[src/rtl/trap_sequencer_pkg.sv]
// Shared privileged definitions for the trap sequencer: FSM states, tval
// selection codes, exception cause codes and trap CSR addresses.
package trap_sequencer_pkg;

   // Trap commit sequence: three CSR writes, a status pulse, then the redirect.
   typedef enum logic [2:0] {
      StIdle,
      StEpc,
      StCause,
      StTval,
      StStatus,
      StRedirect
   } trap_state_e;

   // Source of the trap value written to xtval.
   typedef enum logic [1:0] {
      TvalPc,
      TvalInstr,
      TvalAdr,
      TvalZero
   } tval_sel_e;

   // Synchronous exception cause codes.
   localparam int unsigned CauseInstrAccessFault = 1;
   localparam int unsigned CauseIllegalInstr     = 2;
   localparam int unsigned CauseBreakpoint       = 3;
   localparam int unsigned CauseLoadMisaligned   = 4;
   localparam int unsigned CauseStoreMisaligned  = 6;
   localparam int unsigned CauseEcallU           = 8;  // ecall cause is this plus privilege
   localparam int unsigned CauseInstrPageFault   = 12;

   // Trap CSR addresses.
   localparam logic [11:0] CsrMepc   = 12'h341;
   localparam logic [11:0] CsrMcause = 12'h342;
   localparam logic [11:0] CsrMtval  = 12'h343;
   localparam logic [11:0] CsrSepc   = 12'h141;
   localparam logic [11:0] CsrScause = 12'h142;
   localparam logic [11:0] CsrStval  = 12'h143;

endpackage

[src/rtl/trap_sequencer_priority.sv]
// Combinational exception priority encoder: picks the single highest-priority
// M-stage fault and reports its cause code and which value feeds xtval.
module trap_priority
   import trap_sequencer_pkg::*;
#(
   parameter int unsigned CAUSEW = 4
) (
   input  logic              breakpoint,
   input  logic              instr_page_fault,
   input  logic              instr_access_fault,
   input  logic              illegal_instr,
   input  logic              ecall,
   input  logic              store_misaligned,
   input  logic              load_misaligned,
   input  logic [1:0]        priv,
   output logic              any_fault,
   output logic [CAUSEW-1:0] cause,
   output tval_sel_e         tval_sel
);

   // Raw fault presence, independent of instruction validity.
   assign any_fault = breakpoint | instr_page_fault | instr_access_fault | illegal_instr |
                      ecall | store_misaligned | load_misaligned;

   // Priority chain, highest first; only the winning cause is reported.
   always_comb begin
      cause    = '0;
      tval_sel = TvalZero;
      if (breakpoint) begin
         cause    = CAUSEW'(CauseBreakpoint);
         tval_sel = TvalPc;
      end else if (instr_page_fault) begin
         cause    = CAUSEW'(CauseInstrPageFault);
         tval_sel = TvalPc;
      end else if (instr_access_fault) begin
         cause    = CAUSEW'(CauseInstrAccessFault);
         tval_sel = TvalPc;
      end else if (illegal_instr) begin
         cause    = CAUSEW'(CauseIllegalInstr);
         tval_sel = TvalInstr;
      end else if (ecall) begin
         cause    = CAUSEW'(CauseEcallU + int'(priv));
         tval_sel = TvalZero;
      end else if (store_misaligned) begin
         cause    = CAUSEW'(CauseStoreMisaligned);
         tval_sel = TvalAdr;
      end else if (load_misaligned) begin
         cause    = CAUSEW'(CauseLoadMisaligned);
         tval_sel = TvalAdr;
      end
   end

endmodule

[src/rtl/trap_sequencer.sv]
// Trap sequencer: latches the highest-priority M-stage exception, writes
// xepc/xcause/xtval over a ready/valid CSR port, pulses the status update and
// redirects fetch to the trap vector, stalling M throughout.
// Optional S-mode delegation is enabled by defining TRAP_SEQ_SDELEG_EN.
module trap_sequencer
   import trap_sequencer_pkg::*;
#(
   parameter int unsigned XLEN   = 64,
   parameter int unsigned CAUSEW = 4
) (
   input  logic            clk,
   input  logic            reset,
   input  logic            InstrValidM,
   input  logic            InstrPageFaultM,
   input  logic            InstrAccessFaultM,
   input  logic            HPTWInstrAccessFaultM,
   input  logic            IllegalIEUFPUInstrM,
   input  logic            BreakpointFaultM,
   input  logic            EcallFaultM,
   input  logic            LoadMisalignedFaultM,
   input  logic            StoreAmoMisalignedFaultM,
   input  logic [1:0]      PrivilegeModeW,
   input  logic [XLEN-1:0] PCM,
   input  logic [31:0]     InstrM,
   input  logic [XLEN-1:0] IEUAdrM,
   input  logic [15:0]     MEDELEG_REGW,
   input  logic [XLEN-1:0] MTVEC_REGW,
   input  logic [XLEN-1:0] STVEC_REGW,
   output logic            CSRTrapWrValid,
   input  logic            CSRTrapWrReady,
   output logic [11:0]     CSRTrapWrAdr,
   output logic [XLEN-1:0] CSRTrapWrData,
   output logic            TrapStatusUpdate,
   output logic            TrapToS,
   output logic            TrapStallM,
   output logic            TrapRedirect,
   output logic [XLEN-1:0] TrapVectorM
);

   trap_state_e       state_q, state_d;
   logic [CAUSEW-1:0] cause_q;
   logic [XLEN-1:0]   epc_q;
   logic [XLEN-1:0]   tval_q;
   logic              to_s_q;

   logic              any_fault;
   logic              trap_detect;
   logic [CAUSEW-1:0] det_cause;
   tval_sel_e         det_tval_sel;
   logic [XLEN-1:0]   det_tval;
   logic              det_to_s;
   logic [XLEN-1:0]   tvec;
   logic              busy;

   trap_priority #(
      .CAUSEW(CAUSEW)
   ) u_priority (
      .breakpoint        (BreakpointFaultM),
      .instr_page_fault  (InstrPageFaultM),
      .instr_access_fault(InstrAccessFaultM | HPTWInstrAccessFaultM),
      .illegal_instr     (IllegalIEUFPUInstrM),
      .ecall             (EcallFaultM),
      .store_misaligned  (StoreAmoMisalignedFaultM),
      .load_misaligned   (LoadMisalignedFaultM),
      .priv              (PrivilegeModeW),
      .any_fault         (any_fault),
      .cause             (det_cause),
      .tval_sel          (det_tval_sel)
   );

   assign trap_detect = InstrValidM & any_fault;
   assign busy        = (state_q != StIdle);

   // Select the trap value for the winning exception.
   always_comb begin
      det_tval = '0;
      unique case (det_tval_sel)
         TvalPc:    det_tval = PCM;
         TvalInstr: det_tval = {{(XLEN-32){1'b0}}, InstrM};
         TvalAdr:   det_tval = IEUAdrM;
         default:   det_tval = '0;
      endcase
   end

`ifdef TRAP_SEQ_SDELEG_EN
   // Delegate to S when not already in M and the cause is delegated.
   assign det_to_s = (PrivilegeModeW != 2'd3) & MEDELEG_REGW[det_cause];
   assign tvec     = to_s_q ? STVEC_REGW : MTVEC_REGW;
`else
   // Every trap targets M; delegation inputs are deliberately ignored.
   logic unused_deleg;
   assign unused_deleg = ^{MEDELEG_REGW, STVEC_REGW};
   assign det_to_s     = 1'b0;
   assign tvec         = MTVEC_REGW;
`endif

   // State register and trap context, captured only when a trap is accepted.
   always_ff @(posedge clk) begin
      if (!reset) begin
         state_q <= StIdle;
         cause_q <= '0;
         epc_q   <= '0;
         tval_q  <= '0;
         to_s_q  <= 1'b0;
      end else begin
         state_q <= state_d;
         if (state_q == StIdle && trap_detect) begin
            cause_q <= det_cause;
            epc_q   <= PCM;
            tval_q  <= det_tval;
            to_s_q  <= det_to_s;
         end
      end
   end

   // Next-state and sequence outputs; CSR writes hold until accepted.
   always_comb begin
      state_d          = state_q;
      CSRTrapWrValid   = 1'b0;
      CSRTrapWrAdr     = '0;
      CSRTrapWrData    = '0;
      TrapStatusUpdate = 1'b0;
      TrapRedirect     = 1'b0;
      TrapVectorM      = '0;
      unique case (state_q)
         StIdle: begin
            if (trap_detect) state_d = StEpc;
         end
         StEpc: begin
            CSRTrapWrValid = 1'b1;
            CSRTrapWrAdr   = to_s_q ? CsrSepc : CsrMepc;
            CSRTrapWrData  = epc_q;
            if (CSRTrapWrReady) state_d = StCause;
         end
         StCause: begin
            CSRTrapWrValid = 1'b1;
            CSRTrapWrAdr   = to_s_q ? CsrScause : CsrMcause;
            CSRTrapWrData  = XLEN'(cause_q);  // MSB clear: exception, not interrupt
            if (CSRTrapWrReady) state_d = StTval;
         end
         StTval: begin
            CSRTrapWrValid = 1'b1;
            CSRTrapWrAdr   = to_s_q ? CsrStval : CsrMtval;
            CSRTrapWrData  = tval_q;
            if (CSRTrapWrReady) state_d = StStatus;
         end
         StStatus: begin
            TrapStatusUpdate = 1'b1;
            state_d          = StRedirect;
         end
         StRedirect: begin
            TrapRedirect = 1'b1;
            TrapVectorM  = {tvec[XLEN-1:2], 2'b00};  // exceptions always use the base
            state_d      = StIdle;
         end
         default: state_d = StIdle;
      endcase
   end

   // Stall as soon as a trap is seen and until the redirect has been issued.
   assign TrapStallM = busy ? 1'b1 : trap_detect;
   assign TrapToS    = busy & to_s_q;

endmodule

[config.mk]
export PLATFORM = sky130hd
export DESIGN_NAME = trap_sequencer
export DESIGN_NICKNAME = d
export VERILOG_FILES = /design/src/rtl/trap_sequencer_pkg.sv /design/src/rtl/trap_sequencer_priority.sv /design/src/rtl/trap_sequencer.sv
export SDC_FILE = /design/constraint.sdc
export NUM_CORES = 1
export LEC_CHECK = 0
export BUFFER_PORTS_ARGS = -buffer_cell sky130_fd_sc_hd__buf_2
export CAP_MARGIN = 20
export CORE_AREA = 10 10 171 173
export DETAILED_ROUTE_END_ITERATION = 12
export DIE_AREA = 0 0 181 183
export PLACE_DENSITY_LB_ADDON = 0.05
export REMOVE_ABC_BUFFERS = 1
export SKIP_CTS_REPAIR_TIMING = 1
export SYNTH_ARGS = -nofsm -noshare
export SYNTH_HDL_FRONTEND = slang
export SYNTH_SLANG_ARGS = --single-unit
export TNS_END_PERCENT = 5
[constraint.sdc]
create_clock -name clk -period 2.2 [get_ports clk]
set_input_delay 0.22 -clock clk [delete_from_list [all_inputs] [get_ports clk]]
set_output_delay 0.22 -clock clk [all_outputs]
set_load 0.005 [all_outputs]
==> metrics <==
vias per cell=4.76; fillcell total=2770; Die Y=183 um; Startpoint Class=flop; Max H-tree Level=4; compound-cell area share of the yosys netlist=0.247; DP HPWL=22.3 mm; CP max FO=30; CTS root buf=clkbuf_16; Final Wtd Congestion=0.887; min Tclk post-route=2.19 ns; CP Class=reg -> out; drt first pass iters=5; Post-Syn Area=slightly above 7000 sq um; clk buf depth=2; status=finished, final reports clean; Finished Core Util=0.390; crit end category=output pin; PwrDens=689 nW/um^2; dpl cell area=9430 sq um; via count=7682; Netlist cell types=36; endpoints failing setup=0; CTS Sinks=135; part of the cycle the worst path needs=0.996; clock-pin slew on the worst setup and hold paths=0.07 ns; max cap viols=0; syn_area_per_cell=slightly below 8 sq um; DR DRC count=0; initial cell density of the core=0.281; area of the multi-input gates=4120 sq um; largest family of logic cells by synthesized area=compound AO/OA/AOI/OAI gates; first-pass GRT wire length=between 40 and 50 mm; commonest cells after routing, fill and taps aside=369 x buf_2, 135 x nand2_1, 134 x dfxtp_1; row cnt=59; antenna viol nets, final=0; VDD IR max=about 0.0004 V; GRT overflow=0; fin area=10100 sq um; Synthesis Warnings=0; TritonCTS clock tree=built; Hold Path Class=in -> reg; pin count of the biggest net entering global routing=70; FF+latch count, synth=135; sequential area share after synthesis=0.373; Max stage delay on crit path=0.39 ns; post-synthesis simple-gate area fraction=0.219; Port-buffer cells=370; Post-Synth XOR/XNOR Area=0.00121; P&R area growth vs syn=38.9%; Synth Instances=937; Slowest-stage cell, CP=dfxtp_4; total CTS buffers=17; Nets=1578; Initial DRC Count=472; initial antenna violation count=5; most common cell after layout, fill and taps aside=buf_2; Worst Path Required=1.98 ns; worst-path cell chain=buf_16 -> mux2_2 -> a22oi_1 -> nor2_1 -> buf_2; sequential cell area=between 2000 and 3000 sq um; vias in the first global route=7958; Adder-Cell Fraction of Synth Area=0; layout cells sized above 1=0.349; Routed WL per cell=19.5 um; GRT Overall Usage=0.177; Setup Skew=0.0112 ns; Max Slew Vio Count=0; unrepaired setup endpoints after global routing=yes; FMAX=0.456 GHz; Die ar.=~33000 sq um; Fin. Hold Viols=0; mux cell area share after synthesis=0.0921; max_slew headroom=0.654; Worst-Skew Late Latency=0.42 ns; leakage=4.47 nW; final hold slack=0.0471 ns; die width=181 um; Ports=463; final wirelength=31.4 mm; Core ar.=25800 sq um; Arrival @ worst endpoint=~2 ns; worst-margin pin slew=slightly above 0.5 ns
[registers in the layout, indices dropped and copies added (netlist names)]
signal   flops
state_q      3
tval_q      64
cause_q      4
epc_q       64
[metal layers]
layer  vias up  share of wire  track usage
li1       3882              -            -
met3        14          0.073       0.0585
met5         -        0.00041            0
met4         2         0.0065       0.0338
met2       225           0.46        0.277
met1      3559           0.46        0.234
[cell usage after synthesis (all sizes together)]
master	instances	area, sq um
nor4b	2	17.5
a21oi	64	320
nor4	1	21.3
a22oi	4	30.0
mux2	5	56.3
o211ai	1	7.51
a221oi	32	280
nand3	35	175
o21bai	1	7.51
nor2	103	387
nor3	5	25.0
inv	2	7.51
conb	1	3.75
o31ai	32	240
a31oi	5	46.3
a21boi	67	503
dfxtp	135	2700
o21ai	69	345
buf	34	219
nor2b	3	18.8
and2	62	388
nand2	136	510
and3	2	12.5
mux2i	61	611
clkbuf	69	259
xnor2	1	8.76
or4	1	7.51
a31o	1	8.76
or3	2	12.5
or4b	1	10.0
[cells by family after synthesis]
group,Yosys count
buffers and inverters,105
AND/OR/NAND/NOR,353
AO/OA/AOI/OAI,276
flip-flops,135
XOR/XNOR,1
other,1
multiplexers,66
[final timing paths]
| path | from | slack (ns) | endpoint | depth (start not counted) |
|---|---|---|---|---|
| setup / recovery | state_q[1] | 0.009 | CSRTrapWrData[3] | 5 |
| hold / removal | PCM[22] | 0.05 | epc_q[22] | 3 |
| setup reg to reg | state_q[1] | 0.28 | cause_q[1] | 5 |
| hold reg to reg | epc_q[10] | 0.45 | epc_q[10] | 2 |
[critical path, delay by kind of cell (launching register included)]
family,cells,cell delay [ns]
flops,1,0.39
buf+inv,2,0.39
mux,1,0.37
compound gates,1,0.32
simple gates,1,0.09
[layout make-up]
type | instances | share of cell area
Clock buffer | 19 | 0.0430
Inverter | 2 | 0.000746
Multi-Input combinational cell | 706 | 0.409
Clock inverter | 13 | 0.0146
Timing Repair Buffer | 398 | 0.220
Antenna cell | 5 | 0.00124
Sequential cell | 135 | 0.269
Tap cell | 335 | 0.0417
[power breakdown]
part           switching, mW  leakage [nW]  internal [mW]
registers              0.105          1.11           2.67
logic                  0.750          3.09          0.549
clock network           1.18         0.267           1.68
[stage by stage]
stage,power [mW],setup WS (ns),TNS [ns],std cells
after floorplan,3.45,-3.17,-573.91,843
after detailed placement,4.12,0.171,0,1575
after global placement,4.12,0.215,0,1575
final,6.93,0.00858,0,1613
after CTS,7.02,-0.129,-0.444,1607
after global routing,7.28,-0.0373,-0.0418,1609
Note: power is estimated with default switching activity, not from simulation.
